===== src/rtl/cycle_sequencer.sv =====
// Instruction-cycle sequencer: steps FETCH/DECODE/EXECUTE/STORE, inserts memory
// wait states, owns the PC and retired count, and freezes on a stuck handshake.
module cycle_sequencer #(
  parameter int PC_WIDTH    = 16,
  parameter int RESET_PC    = 0,
  parameter int WAIT_LIMIT  = 255,
  parameter int COUNT_WIDTH = 16
) (
  input  logic                   clock,
  input  logic                   reset,
  input  logic                   run,
  input  logic                   instruction_enable,
  input  logic                   instruction_ready,
  input  logic                   read_enable,
  input  logic                   read_ready,
  input  logic                   write_enable,
  input  logic                   write_ready,
  input  logic                   jump_PC,
  input  logic                   branch_PC,
  input  logic                   branch_taken,
  input  logic [PC_WIDTH-1:0]    target,
  output logic [1:0]             state,
  output logic [PC_WIDTH-1:0]    PC,
  output logic                   stall,
  output logic [COUNT_WIDTH-1:0] retired,
  output logic                   timeout
);

  typedef enum logic [1:0] {
    FETCH   = 2'b00,
    DECODE  = 2'b01,
    EXECUTE = 2'b10,
    STORE   = 2'b11
  } state_e;

  localparam logic [PC_WIDTH-1:0] RESET_PC_V = PC_WIDTH'(RESET_PC);
  localparam logic [15:0]         LIMIT_V    = 16'(WAIT_LIMIT);

  state_e                 state_q, state_d;
  logic [PC_WIDTH-1:0]    pc_q, pc_d;
  logic [COUNT_WIDTH-1:0] retired_q, retired_d;
  logic                   timeout_q, timeout_d;
  logic [15:0]            wait_cnt_q, wait_cnt_d;
  logic                   mem_wait;
  logic                   stall_c;
  logic                   store_exit;

  always_comb begin
    mem_wait   = (instruction_enable & ~instruction_ready) |
                 (read_enable & ~read_ready) |
                 (write_enable & ~write_ready);
    stall_c    = mem_wait | ((state_q == FETCH) & ~run) | timeout_q;
    store_exit = (state_q == STORE) & ~stall_c;

    state_d    = state_q;
    pc_d       = pc_q;
    retired_d  = retired_q;
    timeout_d  = timeout_q;
    wait_cnt_d = wait_cnt_q;

    if (!stall_c) begin
      unique case (state_q)
        FETCH:   state_d = DECODE;
        DECODE:  state_d = EXECUTE;
        EXECUTE: state_d = STORE;
        STORE:   state_d = FETCH;
        default: state_d = FETCH;
      endcase
    end

    // Jump wins over branch; otherwise fall through to the next address.
    if (store_exit) begin
      if (jump_PC)
        pc_d = target;
      else if (branch_PC && branch_taken)
        pc_d = target;
      else
        pc_d = pc_q + PC_WIDTH'(1);
      retired_d = retired_q + COUNT_WIDTH'(1);
    end

    // A ready arriving while the counter sits at the limit still succeeds.
    if (!timeout_q) begin
      if (mem_wait) begin
        if (wait_cnt_q == LIMIT_V)
          timeout_d = 1'b1;
        else
          wait_cnt_d = wait_cnt_q + 16'd1;
      end else begin
        wait_cnt_d = 16'd0;
      end
    end
  end

  always_ff @(posedge clock) begin
    if (!reset) begin
      state_q    <= FETCH;
      pc_q       <= RESET_PC_V;
      retired_q  <= '0;
      timeout_q  <= 1'b0;
      wait_cnt_q <= 16'd0;
    end else begin
      state_q    <= state_d;
      pc_q       <= pc_d;
      retired_q  <= retired_d;
      timeout_q  <= timeout_d;
      wait_cnt_q <= wait_cnt_d;
    end
  end

  assign state   = state_q;
  assign PC      = pc_q;
  assign retired = retired_q;
  assign timeout = timeout_q;
  assign stall   = stall_c;

endmodule

===== config.mk =====
export PLATFORM = sky130hd
export DESIGN_NAME = cycle_sequencer
export DESIGN_NICKNAME = d
export VERILOG_FILES = /design/src/rtl/cycle_sequencer.sv
export SDC_FILE = /design/constraint.sdc
export NUM_CORES = 1
export LEC_CHECK = 0
export CORE_UTILIZATION = 54
export CTS_CLUSTER_SIZE = 24
export DETAILED_ROUTE_END_ITERATION = 8
export GPL_TIMING_DRIVEN = 0
export HOLD_SLACK_MARGIN = 0.05
export PLACE_DENSITY = 0.84
export RECOVER_POWER = 50
export SLEW_MARGIN = 10
export SYNTH_ARGS = -nofsm -noshare
export SYNTH_HDL_FRONTEND = slang
export SYNTH_SLANG_ARGS = --single-unit

===== constraint.sdc =====
create_clock -name clock -period 5.6 [get_ports clock]
set_input_delay 0.84 -clock clock [delete_from_list [all_inputs] [get_ports clock]]
set_output_delay 0.84 -clock clock [all_outputs]
set_load 0.01 [all_outputs]

# Yosys cells after proc, flatten, opt, wreduce, memory -nomap -nowiden
# Cells that the tools add are included.
[word_totals]
regBits = 51
inputBits = 28
out_inout_bits = 36
word_cells = 39
[op_classes]
addsub = 3
eq_ne = 5
mux = 8
bitwise_logic = 15
n_reduce_logical = 3
[op_table]
columns = ["op", "n"]
rows = [
  ["$mux W16", 4],
  ["$add A16 B1 Y16 const B", 3],
  ["$eq A16 B8 Y1 const B", 1],
  ["$pmux W2 S4", 1],
  ["$not A1 Y1", 6],
  ["$and A1 B1 Y1", 5],
  ["$eq A2 B2 Y1 const B", 2],
  ["$or A1 B1 Y1", 4],
  ["$mux W1", 3],
  ["$eq A2 B1 Y1 const B", 1],
  ["$logic_not A2 Y1", 1],
  ["$ne A2 B2 Y1 const B", 1],
  ["$reduce_and A2 Y1", 1],
  ["$logic_and A1 B1 Y1", 1],
]

# Longest topological paths before layout
# Gate-level depths: netlist of the first run.
[depth]
depth_word = 8
mapped_depth = 8

# Least setup slack after synthesis of the first run
# Ideal clock, no wire load.
[synth_timing]
kind = "input to register"
start = "input instruction_enable"
end = "register retired_q[10], in the netlist retired[10]"
setup_ps = 128
t_arrival_ps = 2273
setup_slack_ps = 3200
path_stages = 6
path_cell_list = "nor2b_4 -> or4_1 -> buf_2 -> or4_4 -> xor2_1 -> nor2_1"
[synth_between]
elab_chain_len = 7
[synth_lines]
columns = ["element", "line", "rtl"]
rows = [
  ["start, declared", "12", "input logic instruction_enable,"],
  ["$and A1 B1 Y1", "49", "mem_wait = (instruction_enable & ~instruction_ready) |"],
  ["$or A1 B1 Y1", "49", ""],
  ["$or A1 B1 Y1", "50", "(read_enable & ~read_ready) |"],
  ["$or A1 B1 Y1 (2 in a row)", "52", "stall_c = mem_wait | ((state_q == FETCH) & ~run) | timeout_q;"],
  ["$not A1 Y1", "53", "store_exit = (state_q == STORE) & ~stall_c;"],
  ["$and A1 B1 Y1", "53", ""],
  ["end signal, assigned", "105", "retired_q <= retired_d;"],
  ["end, declared", "41", "logic [COUNT_WIDTH-1:0] retired_q, retired_d;"],
]
# No other way between the ends.
# A chain may end at the register's enable or synchronous reset.

# Worst setup path in the final report of the first run
[layout_timing]
start = "input instruction_ready"
end = "output stall"
[layout_between]
elab_chain_len = 6
[layout_lines]
columns = ["element", "line", "rtl"]
rows = [
  ["start, declared", "13", "input logic instruction_ready,"],
  ["$not A1 Y1", "49", ""],
  ["$and A1 B1 Y1", "49", ""],
  ["$or A1 B1 Y1", "49", ""],
  ["$or A1 B1 Y1", "50", ""],
  ["$or A1 B1 Y1 (2 in a row)", "52", ""],
  ["end, declared", "24", "output logic stall,"],
]
# No other way between the ends.

==> reports/metrics.yaml, run 1 <==
detailed_routing:
  viasPerCell: 5.98
  vias: 2852
  finalWirelength_um: 6710
  routedWlPerCell_um: 14.1
  drc: 0
  drtPass1Iterations: 5
  ant_nets: 0
  drtIter0Drc: 152
clock_tree:
  insertion_delay_ns: 0.30
  cts_resized: 0
  htreeDepth: 2
  cts_tree: "built"
  cts_buffer_depth: 2
  root_buffer: "clkbuf_8"
  cts.clk_slew.worst_paths_ns: 0.08
  clock-sinks: 51
  cts_buffers: 5
  cts_setup_buffers: 0
  ctsHoldBuffers: 0
flow_run:
  maxCapViolations: 1
synthesis:
  synth_largest_area_cell: "dfxtp_1"
  avgSynthCellArea_um2: 7.99
  synth_cell_types: 49
  synth_area_mm2: 0.00272
  yosysSeqAreaShare_pct: 37.6
  yosys_register_bits: 51
  async_flop_share_pct: 0
  syn-instance-count: 340
  syn-num-nets: 374
  synth_ff_type: "dfxtp_1"
  synth_edf_count: 0
  synth_top_area_share_pct: 37.6
  yosysWarnings: 0
  netlist_top_cells_area: "dfxtp_1 (38%), nand2_1 (5.4%), nor2_1 (4.7%)"
pwr:
  powerDensity_mw_per_mm2: 188
  p_leak_nw: 1.27
  ir_drop_mv: 0.114
die:
  die_w_um: 72.9
  rows: 25
  start_util_pct: 56.8
  die-area_mm2: 0.00532
  die_h_um: 72.9
  pin_count: 64
  core-area_mm2: 0.00479
run_status:
  outcome: "complete, but fails checks"
  failed_checks: "capacitance limit, slew limit"
finish:
  filler_cell_count: 389
  antennaDiodeCount: 0
  area_growth_pct: 28.4
  layout_common_cells: "dfxtp_1 (51), nand2_1 (39), dlygate4sd3_1 (36)"
  layout-drive-gt1-share_pct: 3.66
  final_common_cell: "dfxtp_1"
  final_cell_count_no_fill: 477
  nets: 444
critical_path:
  slowest_stage: "nor4_1"
  end_kind: "output port"
  critPathLaunchType: "input port"
  cp_max_fo: 9
  cpPeakStageDelay_ns: 1.11
  critPathTopFamily: "simple AND/OR/NAND/NOR gates"
  path_cells: "dlygate4sd3_1, nor2b_1, nor4_1, nand2_1, clkdlybuf4s50_1"
  worstPathRequired_ns: 4.76
  path_class: "input port to output port"
  cp.arrival_ns: 3.32
  path_buf_inv: 2
placed_design:
  place_ws_ns: 2.14
  dp_cells: 470
  io_buffers: 63
  dp_hpwl_um: 4920
  gp_congestion: 0.923
global_route:
  grt_start_max_net_pins: 15
  grt_pass1_wl_um: 11200
  grtUsageTotal_pct: 26.7
  grt.overflow.total: 0
  antenna_found_initial: 0
  first_global_vias: 2541
timing:
  drv_slew: 11
  final.period_utilization_pct: 74.4
  max_freq_mhz: 240
  hold_ws_ns: 0.478
  worstMarginPinSlew_ns: 1.81
  rsz0062_at_grt: "false"
  setup_viol: 0
  min_period_ns: 4.16
  setup_tns_ns: 0
  skew_ns: 0.00749
  finalHoldViolations: 0
  relSlewSlack_pct: -22.2
  fin_ws_ns: 1.44
min_path:
  hp-class: "flip-flop to flip-flop"
==> registers in the layout, summed over array words and instances (netlist names) <==
signal,flops
state,2
retired,16
wait_cnt_q,16
timeout,1
PC,16
==> through the flow <==
step	total power [mW]	utilization (%)	area (µm²)
finish	0.654	72.9	3490
floorplan	0.414	-	2720
global route	0.676	72.9	3490
CTS	0.661	73.5	3520
global placement	0.448	71.7	3430
detailed placement	0.449	71.7	3430
==> final timing paths <==
check                    startpoint            end  slack (ns)  cells past startpoint
setup / recovery  instruction_ready          stall        1.44                      5
hold / removal        wait_cnt_q[7]  wait_cnt_q[7]        0.48                      1
setup reg to reg            timeout          PC[3]        2.78                      5
hold reg to reg       wait_cnt_q[7]  wait_cnt_q[7]        0.48                      1
==> metal layers <==
layer	vias to the layer above	track usage, %	wire [µm]
met1	1373	32.4	3110
met3	5	6.49	294
met2	80	46.6	3270
met4	0	8.28	34
li1	1394	-	-
met5	-	0	0
==> cells by family after synthesis <==
kind of cell | count (synthesis) | synth area share [%]
XOR/XNOR | 16 | 5.16
multiplexers | 1 | 0.368
buffers and inverters | 23 | 3.27
flip-flops | 51 | 37.6
AND/OR/NAND/NOR | 167 | 32.7
AO/OA/AOI/OAI | 76 | 18.1
adder cells (fa/ha/maj) | 6 | 2.76
==> power breakdown <==
group / internal (mW) / total [mW] / switching (mW)
clock: 0.0973 / 0.216 / 0.119
sequential: 0.365 / 0.368 / 0.00288
combinational: 0.0332 / 0.0703 / 0.0371
total: 0.495 / 0.654 / 0.159
==> area by class of cell <==
cell class	count	area (µm²)	area share (%)
buffer	16	61.3	1.76
clock buffer	6	82.6	2.37
clock inverter	1	5.00	0.143
inverter	7	26.3	0.753
multi-input combinational	266	1580	45.2
sequential	51	1020	29.3
tap	67	83.8	2.40
timing repair buffer	63	631	18.1
==> cell usage after synthesis, drive strengths merged (2+ instances only) <==
| cell type | count |
|---|---|
| a211oi | 2 |
| a21oi | 19 |
| a31oi | 6 |
| a32o | 2 |
| a32oi | 2 |
| and2 | 4 |
| and3 | 5 |
| and4 | 5 |
| buf | 2 |
| clkbuf | 14 |
| dfxtp | 51 |
| ha | 6 |
| inv | 6 |
| nand2 | 39 |
| nand2b | 3 |
| nand3 | 21 |
| nand4 | 13 |
| nor2 | 34 |
| nor2b | 5 |
| nor3 | 11 |
| nor3b | 2 |
| nor4 | 6 |
| nor4b | 3 |
| o211ai | 6 |
| o21ai | 21 |
| o31a | 3 |
| o31ai | 4 |
| o32ai | 3 |
| or2 | 3 |
| or3 | 7 |
| or4 | 4 |
| xnor2 | 7 |
| xor2 | 9 |
No activity file was read; power rests on OpenSTA's default activity.
==> inputs of run 2 (changes only) <==
--- a/config.mk
+++ b/config.mk
@@ -5,12 +5,12 @@
 export SDC_FILE = /design/constraint.sdc
 export NUM_CORES = 1
 export LEC_CHECK = 0
-export CORE_UTILIZATION = 54
+export CORE_UTILIZATION = 50
 export CTS_CLUSTER_SIZE = 24
 export DETAILED_ROUTE_END_ITERATION = 8
 export GPL_TIMING_DRIVEN = 0
 export HOLD_SLACK_MARGIN = 0.05
-export PLACE_DENSITY = 0.84
+export PLACE_DENSITY = 0.78
 export RECOVER_POWER = 50
 export SLEW_MARGIN = 10
 export SYNTH_ARGS = -nofsm -noshare
==> constraint.sdc (replaced) <==
create_clock -name clock -period 4.25 [get_ports clock]
set_input_delay 0.6375 -clock clock [delete_from_list [all_inputs] [get_ports clock]]
set_output_delay 0.6375 -clock clock [all_outputs]
set_load 0.01 [all_outputs]
==> run 2 against run 1 <==
The run still ends with capacitance limit, slew limit left. Count of clock-buffer cells in the layout is 1 lower. Routed wire length is 4.0% higher. Sequential power is 32% higher. Register-to-register slack worse by 0.77 ns. Critical endpoint is now wait_cnt_q[9]. Critical path type is now input port to flip-flop. Highest routed layer unchanged. Non-clock buffer count stayed put. Sequential share of layout area is 0.36 points lower.
==> reports/metrics.yaml, run 2 (same netlist as run 1, synthesis figures left out) <==
run_status:
  outcome: "complete, but fails checks"
  failed_checks: "capacitance limit, slew limit"
detailed_routing:
  drtIter0Drc: 157  # +3.3%
  vias: 2805  # -1.6%
  ant_nets: 0  # unchanged
  drtPass1Iterations: 5  # unchanged
  routedWlPerCell_um: 14.5  # +3.1%
  drc: 0  # unchanged
  finalWirelength_um: 6970  # +4.0%
  viasPerCell: 5.83  # -2.5%
timing:
  min_period_ns: 3.44
  relSlewSlack_pct: -16.7  # +5.5 points
  finalHoldViolations: 0  # unchanged
  setup_viol: 0  # unchanged
  drv_slew: 11  # unchanged
  final.period_utilization_pct: 81.0
  rsz0062_at_grt: "false"
  fin_ws_ns: 0.809  # -0.627 ns
  worstMarginPinSlew_ns: 1.73  # -0.0820 ns
  setup_tns_ns: 0  # unchanged
  max_freq_mhz: 291
  skew_ns: 0.0143  # +0.00679 ns
clock_tree:
  cts_buffer_depth: 2  # unchanged
  ctsHoldBuffers: 0  # unchanged
  htreeDepth: 2  # unchanged
  cts_buffers: 5  # unchanged
  clock-sinks: 51  # unchanged
  insertion_delay_ns: 0.32  # +0.02 ns
  cts_setup_buffers: 0  # unchanged
  cts_tree: "built"
  root_buffer: "clkbuf_8"
  cts_resized: 0  # unchanged
  cts.clk_slew.worst_paths_ns: 0.09  # about the same
min_path:
  hold_path.startpoint: "wait_cnt_q[7]"
  hp-class: "flip-flop to flip-flop"
  whs_endpoint: "wait_cnt_q[7]"
  min_path_cells: 1  # unchanged
critical_path:
  cp_max_fo: 10  # +1
  end_kind: "flip-flop"
  path_class: "input port to flip-flop"
  critPathLaunchType: "input port"
  r2r_cells: 5  # unchanged
  worstPathRequired_ns: 4.50  # -0.26 ns
  r2r_setup_slack_ns: 2.01  # -0.77 ns
  r2r-end: "wait_cnt_q[0]"
  cp.arrival_ns: 3.69  # +0.37 ns
  r2r-start: "wait_cnt_q[8]"
placed_design:
  gp_congestion: 0.888  # -3.7%
  dp_cells: 473  # +0.64%
  dp_hpwl_um: 5110  # +3.9%
  io_buffers: 63  # unchanged
  place_ws_ns: 1.17  # -0.965 ns
  placed_cell_area_mm2: 0.00344  # +0.11%
finish:
  final_cell_count_no_fill: 481  # +0.84%
  antennaDiodeCount: 0  # unchanged
  design_area_mm2: 0.00353  # +1.3%
  final_common_cell: "dfxtp_1"
  layout_common_cells: "dfxtp_1 (51), nand2_1 (39), dlygate4sd3_1 (36)"
  layout-drive-gt1-share_pct: 4.14  # +0.48 points
  nets: 444  # unchanged
  area_growth_pct: 30.0
pwr:
  total_power_uw: 927  # +42%
  ir_drop_mv: 0.170  # +49%
  p_leak_nw: 1.28  # +1.2%
  powerDensity_mw_per_mm2: 262  # +40%
die:
  start_util_pct: 52.5  # -4.2 points
  die-area_mm2: 0.00573  # +7.8%
  die_h_um: 75.7  # +3.8%
  core-area_mm2: 0.00517  # +8.1%
  die_w_um: 75.7  # +3.8%
  rows: 26  # +4.0%
  pin_count: 64  # unchanged
global_route:
  grt.overflow.total: 0  # unchanged
  grtUsageTotal_pct: 25.3  # -1.5 points
  antenna_found_initial: 0  # unchanged
  first_global_vias: 2482  # -2.3%
  grt_start_max_net_pins: 17  # +2
  grt_pass1_wl_um: 11100  # -0.67%
flow_run:
  maxCapViolations: 1  # unchanged
-- run 2: cell types whose count changed in the layout (fill, tap and decap cells not counted) --
cell       change
bufinv_16      +1
clkbuf_8       -1
clkinv_4       +1
nor4_1         -1
nor4_4         +1
-- run 2: critical path, stage by stage --
cell and delay, ns:
dlygate4sd3_1 0.52, nor2b_1 0.08, o311ai_0 1.42, o21bai_1 0.45, or3_1 0.45, a21oi_1 0.14
-- run 2: where the power goes --
part / leakage, nW / switching (mW) / internal (mW)
combinational: 0.812 / 0.0506 / 0.0447
sequential: 0.411 / 0.00381 / 0.481
clock: 0.0581 / 0.171 / 0.176
total: 1.28 / 0.226 / 0.701
-- run 2: how the worst max path moves through the flow --
stage	slack (ns)	startpoint	endpoint
global route	0.62	instruction_ready	wait_cnt_q[9]
floorplan	2.05	instruction_enable	retired[10]
global placement	1.21	instruction_ready	stall
detailed placement	1.17	instruction_ready	stall
finish	0.81	instruction_ready	wait_cnt_q[9]
CTS	1.18	instruction_ready	stall
-- run 2: metrics by stage --
stage	hold WS, ns	utilization [%]
2_1_floorplan	0.431	-
3_3_place_gp	0.451	66.4
3_5_place_dp	0.457	66.4
4_1_cts	0.475	68.6
5_1_grt	0.520	68.3
6_report	0.470	68.3
-- run 2: layer usage --
| layer | up-vias | GRT usage [%] | share of wire [%] | wire length (µm) |
|---|---|---|---|---|
| li1 | 1387 | - | - | - |
| met1 | 1314 | 30.8 | 45 | 3120 |
| met2 | 94 | 44.9 | 49 | 3390 |
| met3 | 10 | 4.37 | 5.3 | 369 |
| met4 | 0 | 8.44 | 1.3 | 89 |
| met5 | - | 0 | 0 | 0 |
-- run 2: layout make-up --
class                   count  area, µm²
plain buffers              16       61.3
well taps                  70       87.6
clock inverters             3       43.8
fillers                   442       1640
clock buffers               5       68.8
inverters                   7       26.3
flip-flops and latches     51       1020
repair buffers             63        631
multi-input cells         266       1590
